[config.mk]
export PLATFORM = sky130hd
export DESIGN_NAME = acc_cfg_sched
export DESIGN_NICKNAME = d
export VERILOG_FILES = /design/src/rtl/acc_cfg_sched.sv
export SDC_FILE = /design/constraint.sdc
export NUM_CORES = 1
export LEC_CHECK = 0
export ABC_CLOCK_PERIOD_IN_PS = 5900
export CORE_AREA = 10 10 118 120
export CTS_CLUSTER_SIZE = 30
export DETAILED_ROUTE_END_ITERATION = 7
export DIE_AREA = 0 0 128 130
export MAX_ROUTING_LAYER = met4
export PLACE_DENSITY = 0.94
export REMOVE_ABC_BUFFERS = 1
export SLEW_MARGIN = 20
export SYNTH_ARGS = -nofsm -noshare
export SYNTH_HDL_FRONTEND = slang
export SYNTH_SLANG_ARGS = --single-unit
[constraint.sdc]
create_clock -name clk_i -period 5.9 [get_ports clk_i]
set_clock_uncertainty 0.05 [all_clocks]
set_input_delay 0.59 -clock clk_i [delete_from_list [all_inputs] [get_ports clk_i]]
set_output_delay 0.59 -clock clk_i [all_outputs]
set_load 0.02 [all_outputs]
[src/rtl/acc_cfg_sched.sv]
// Safe-update scheduler for the acc timing unit's delay/hold configuration.
// Host writes land in a shadow register and are applied during a quiet (or timed-out) window with the result gated.
module acc_cfg_sched #(
  parameter int unsigned QUIET_UNITS   = 4,
  parameter int unsigned TIMEOUT_UNITS = 4096,
  parameter int unsigned SETTLE_CYC    = 2,
  parameter logic [15:0] DEF_DELAY     = 16'd1,
  parameter logic [15:0] DEF_HOLD      = 16'd1
) (
  input  logic        clk_i,
  input  logic        rst_i,
  input  logic        cfg_vld_i,
  output logic        cfg_rdy_o,
  input  logic [15:0] cfg_delay_i,
  input  logic [15:0] cfg_hold_i,
  input  logic        filter_unit_flag_i,
  input  logic        filter_acc_result_i,
  input  logic        filter_acc_flag_i,
  output logic        acc_result_gated_o,
  output logic [15:0] acc_delay_o,
  output logic [15:0] acc_hold_o,
  output logic        cfg_busy_o,
  output logic        cfg_force_o,
  input  logic        force_clr_i,
  output logic [31:0] acc_evt_cnt_o
);

  localparam logic [15:0] QUIET_LIM  = 16'(QUIET_UNITS);
  localparam logic [15:0] TO_LIM     = 16'(TIMEOUT_UNITS);
  localparam logic [15:0] SETTLE_LIM = 16'(SETTLE_CYC - 1);

  typedef enum logic [1:0] {IDLE, PEND, GATE, SETTLE} state_t;

  state_t      state;
  logic        gate;
  logic        flag_d;
  logic        unit_dirty;
  logic [15:0] shadow_delay;
  logic [15:0] shadow_hold;
  logic [15:0] quiet_cnt;
  logic [15:0] to_cnt;
  logic [15:0] settle_cnt;

  assign unit_dirty         = filter_acc_flag_i | filter_acc_result_i;
  assign acc_result_gated_o = filter_acc_result_i & ~gate;

  always_ff @(posedge clk_i) begin
    if (!rst_i) begin
      state         <= IDLE;
      cfg_rdy_o     <= 1'b1;
      cfg_busy_o    <= 1'b0;
      gate          <= 1'b0;
      cfg_force_o   <= 1'b0;
      acc_evt_cnt_o <= 32'd0;
      flag_d        <= 1'b0;
      acc_delay_o   <= DEF_DELAY;
      acc_hold_o    <= DEF_HOLD;
      shadow_delay  <= 16'd0;
      shadow_hold   <= 16'd0;
      quiet_cnt     <= 16'd0;
      to_cnt        <= 16'd0;
      settle_cnt    <= 16'd0;
    end else begin
      flag_d <= filter_acc_flag_i;
      if (filter_acc_flag_i && !flag_d)
        acc_evt_cnt_o <= acc_evt_cnt_o + 32'd1;
      // A timeout in the same cycle overrides this clear further down.
      if (force_clr_i)
        cfg_force_o <= 1'b0;

      case (state)
        IDLE: begin
          if (cfg_vld_i && cfg_rdy_o) begin
            shadow_delay <= cfg_delay_i;
            shadow_hold  <= cfg_hold_i;
            quiet_cnt    <= 16'd0;
            to_cnt       <= 16'd0;
            state        <= PEND;
            cfg_rdy_o    <= 1'b0;
            cfg_busy_o   <= 1'b1;
          end
        end
        PEND: begin
          if (quiet_cnt == QUIET_LIM) begin
            state <= GATE;
            gate  <= 1'b1;
          end else if (to_cnt == TO_LIM) begin
            state       <= GATE;
            gate        <= 1'b1;
            cfg_force_o <= 1'b1;
          end
          if (unit_dirty)
            quiet_cnt <= 16'd0;
          else if (filter_unit_flag_i)
            quiet_cnt <= quiet_cnt + 16'd1;
          if (filter_unit_flag_i)
            to_cnt <= to_cnt + 16'd1;
        end
        GATE: begin
          acc_delay_o <= shadow_delay;
          acc_hold_o  <= shadow_hold;
          settle_cnt  <= 16'd0;
          state       <= SETTLE;
        end
        SETTLE: begin
          if (settle_cnt == SETTLE_LIM) begin
            state      <= IDLE;
            gate       <= 1'b0;
            cfg_rdy_o  <= 1'b1;
            cfg_busy_o <= 1'b0;
          end else begin
            settle_cnt <= settle_cnt + 16'd1;
          end
        end
        default: state <= IDLE;
      endcase
    end
  end

endmodule

* Word-level counts from Yosys, hierarchy flattened *
Cells that the tools add are included.

word-level totals
  flip-flop bits (word level) = 151
  bits of input ports = 39
  output and inout bits = 68

operators by class
  add/subtract/negate cells = 4
  eq/ne operators = 12
  multiplexer cells = 26
  bitwise operators = 3
  reductions and logical operators = 15

operators with widths
  kind                   count
  $pmux 16 s2            3
  $mux 16                5
  $add 16x1->16 const B  3
  $add 32x1->32 const B  1
  $eq 16x1->1 const B    1
  $eq 16x13->1 const B   1
  $eq 16x3->1 const B    1
  $reduce_and 3->1       5
  $mux 1                 10
  $mux 2                 4
  $ne 2x2->1 const B     4
  $pmux 2 s4             1
  $reduce_bool 2->1      4
  $ne 3x3->1 const B     2
  $pmux 1 s2             3
  $eq 2x2->1 const B     2
  $reduce_and 2->1       2
  $eq 2x1->1 const B     1
  $logic_and 1x1->1      2
  $logic_not 2->1        1
  $and 1x1->1            1
  $logic_not 1->1        1
  $not 1->1              1
  $or 1x1->1             1

* Logic depth before layout (Yosys ltp) *
  word-level depth = 4
  depth in mapped cells = 9

* Least setup slack after synthesis *
Ideal clock, no wire load.

  path kind = reg-to-reg
  start = reg state[1]
  end = reg quiet_cnt[15]
  arrival = 1805 ps
  slack = 3971 ps
  cell stages (with the launch flop) = 8
  buffers on the path = 1
  path through = dfxtp_1 -> inv_1 -> ha_1 -> buf_4 -> mux2_2 -> nand3_1 -> or4_1 -> a31oi_1

on the way
  longest elaborated chain between the ends = 3
  elaborated cells on any way between the ends = 7

RTL lines
  item                                                  RTL line  text
  start: declaration                                    34        state_t state;
  start signal: assignment                              49        state <= IDLE;
  start signal: assignment                              78        state <= PEND;
  start signal: assignment                              85        state <= GATE;
  $eq 2x1->1 / $logic_not 2->1 (equally long branches)  71        case (state)
  $ne 3x3->1 (no line) (tied with other cells)          -
  $reduce_and 3->1 (no line)                            -
  end signal: assignment                                95        quiet_cnt <= quiet_cnt + 16'd1;
  end: declaration                                      40        logic [15:0] quiet_cnt;

Parallel ways exist; a longest one is shown, timed or not.
A chain may end at the register's enable or synchronous reset.

* Worst setup path in the final report *
  start = in rst_i
  end = reg acc_evt_cnt_o[4]

RTL lines
  item                    RTL line  text
  start: declaration      11        input logic rst_i,
  end signal: assignment  66        acc_evt_cnt_o <= acc_evt_cnt_o + 32'd1;
  end: declaration        25        output logic [31:0] acc_evt_cnt_o

No word-level cell between the ends.

==> results.py <==
metrics = {
    "grt": {
        "grt_usage": 0.186,
        "grt_max_degree": 62,
        "grt_pass1_vias": 5193,
        "antenna_found_initial": 0,
        "gr-total-overflow": 0,
        "grt_pass1_wl_um": 24500,
    },
    "yosys": {
        "ys.flop_type": "dfxtp_1",
        "synth_area_leader_cell": "dfxtp_1",
        "synth_commonest_cells": "dfxtp_1 (151), nor2_1 (104), nand2_1 (101), a21oi_1 (47)",
        "ys_async_sr_fraction": 0,
        "syn_inst": 737,
        "synth_area_leaders": "dfxtp_1 (47%), nor2_1 (6.0%), nand2_1 (5.9%), mux2i_1 (5.4%), xor2_1 (4.7%)",
        "synth.most_common_cell": "dfxtp_1",
        "synth.yosys.seq_area_share": 0.468,
        "synth_cell_type_count": 59,
        "ys_seq_elements": 151,
        "netlist_area_mm2": 0.00646,
        "synth_area_per_cell_um2": 8.77,
        "synth_top_area_frac": 0.468,
        "ys.warnings.count": 0,
        "synth_enable_flop_cells": 0,
    },
    "timing": {
        "relSlewSlack": 0.265,
        "hold_ws_ns": 0.402,
        "finalHoldViolations": 0,
        "setup_tns_ns": 0,
        "fin_crit_sh": 0.474,
        "max_freq_mhz": 358,
        "tightest_slew_ns": 1.10,
        "slew_viol_final": 0,
        "period_needed_ns": 2.79,
        "setup_viol": 0,
        "rsz0062_at_grt": "false",
    },
    "clock_tree": {
        "path_clk_slew_ns": 0.06,
        "cts_made_buffers": 17,
        "cts_sinks": 151,
        "postCtsSetupBuffers": 0,
        "cts_root_buffer": "clkbuf_16",
        "htree_levels": 4,
        "hold_buffers": 0,
        "ctsResizeCount": 0,
        "clkLatencyLatePin_ns": 0.43,
        "clockBufferDepth": 2,
        "cts_tree": "built",
    },
    "routing": {
        "remaining_drc_errors": 0,
        "drt-initial-drc-count": 441,
        "dr.pass1.iters": 5,
        "vias": 5440,
        "routed_via_density": 5.49,
        "wl_per_cell_um": 15.1,
        "antenna_left": 0,
        "finalWirelength_um": 14900,
    },
    "worst_setup_path": {
        "r2r_slack_ns": 3.13,
        "crit_required_ns": 6.20,
        "path_max_fanout": 61,
        "r2r-end": "settle_cnt[4]$_SDFFE_PN0P_",
        "r2r_cells": 6,
        "cp.arrival_ns": 3.09,
        "r2r-start": "state[0]$_SDFFE_PN0P_",
        "cp_slowest_cell": "clkdlybuf4s50_1",
        "cp-end-kind": "register",
        "path_cells": "clkdlybuf4s50_1, clkinv_2, buf_4, a21oi_1",
        "slowest_delay_ns": 0.85,
        "start_kind": "primary input",
        "path_class": "primary input to register",
    },
    "die": {
        "io_pins": 107,
        "die_y_um": 130,
        "initial_utilization": 0.552,
        "core_mm2": 0.0117,
        "row_count": 40,
        "die-area_mm2": 0.0166,
        "die_w_um": 128,
    },
    "layout": {
        "area_growth_pct": 26.3,
        "drive_above_1_share": 0.0641,
        "multi_input_area_mm2": 0.00324,
        "regArea_mm2": 0.00302,
        "diodes": 0,
        "nets": 881,
        "nFillCells": 858,
    },
    "status": {
        "status": "finished, final reports clean",
    },
    "power": {
        "p_leak_nw": 2.81,
        "p_per_area_mw_per_mm2": 337,
        "peakVddDrop_v": 0.000243,
    },
    "place": {
        "gp_congestion": 0.851,
        "hpwl_um": 10200,
        "port_buffers": 106,
    },
    "hold_path": {
        "hold_path_class": "register to register",
        "min-delay-start": "shadow_delay[6]$_SDFFE_PN0P_",
        "hold_depth": 2,
        "min_to": "shadow_delay[6]$_SDFFE_PN0P_",
    },
    "flow_run": {
        "max-cap-violations": 0,
    },
}
## stage by stage
step                      setup slack [ns]  cells  total power, mW  utilization  cell area [µm²]
after CTS                             3.15    990             2.77        0.697             8170
after global placement                2.80    959             1.72        0.649             7600
after floorplan                       3.13    701             1.54            -             6310
after global routing                  2.92    990             2.88        0.697             8170
final                                 3.11    990             2.75        0.697             8170
after detailed placement              2.74    959             1.73        0.649             7600
## how the worst max path moves through the flow
stage | startpoint | end | slack (ns)
4_1_cts | state[0]$_SDFFE_PN0P_ | settle_cnt[4]$_SDFFE_PN0P_ | 3.15
2_1_floorplan | state[0]$_SDFFE_PN0P_ | settle_cnt[4]$_SDFFE_PN0P_ | 3.13
3_3_place_gp | rst_i | acc_evt_cnt_o[4]$_SDFFE_PN0P_ | 2.80
6_report | rst_i | acc_evt_cnt_o[4]$_SDFFE_PN0P_ | 3.11
5_1_grt | rst_i | acc_evt_cnt_o[4]$_SDFFE_PN0P_ | 2.92
3_5_place_dp | rst_i | acc_evt_cnt_o[4]$_SDFFE_PN0P_ | 2.74
## metal layers
layer / global-route usage / vias to the layer above / wire (µm) / share of wire
met2: 0.288 / 136 / 7140 / 0.48
met4: 0.0854 / 0 / 302 / 0.020
met3: 0.0673 / 24 / 935 / 0.063
li1: - / 2735 / - / -
met5: - / - / 0 / 0
met1: 0.213 / 2545 / 6520 / 0.44
## worst max-delay path, delay by kind of cell
kind / cells / cell delay, ns
buffers and inverters: 3 / 2.24
AOI/OAI and AO/OA: 1 / 0.20
## flip-flops by register name (all words and copies together), names as in the netlist
signal         count
state              2
quiet_cnt         16
cfg_rdy_o          1
acc_evt_cnt_o     32
cfg_force_o        1
gate               1
shadow_delay      16
settle_cnt        16
shadow_hold       16
to_cnt            16
flag_d             1
cfg_busy_o         1
acc_hold_o        16
acc_delay_o       16
## power by group
| group | switching (mW) | internal, mW |
|---|---|---|
| clock network | 0.400 | 0.640 |
| logic | 0.337 | 0.221 |
| registers | 0.0530 | 1.10 |
## cells in the final DEF, fill, tap and decap left out, types with 17 or more instances in the layout
| cell | instances |
|---|---|
| a21oi_1 | 47 |
| clkbuf_16 | 17 |
| clkdlybuf4s50_1 | 106 |
| dfxtp_1 | 151 |
| mux2i_1 | 35 |
| nand2_1 | 101 |
| nand3_1 | 22 |
| nand4_1 | 25 |
| nor2_1 | 104 |
| xnor2_1 | 23 |
| xor2_1 | 35 |
## area by class of cell
cell class              instances  area share
multi-input cells             535       0.396
flip-flops and latches        151       0.370
repair buffers                111       0.135
clock buffers                  23      0.0573
well taps                     147      0.0225
clock inverters                 8      0.0121
inverters                      15     0.00705
## cells by family after synthesis
group / Yosys count / share of synthesized area
multiplexers: 38 / 0.0594
XOR/XNOR: 58 / 0.0786
flip-flops: 151 / 0.468
buffers and inverters: 51 / 0.0323
AO/OA/AOI/OAI: 92 / 0.0859
adder cells (fa/ha/maj): 11 / 0.0213
AND/OR/NAND/NOR: 336 / 0.255
Power figures use the tool's default switching activity.
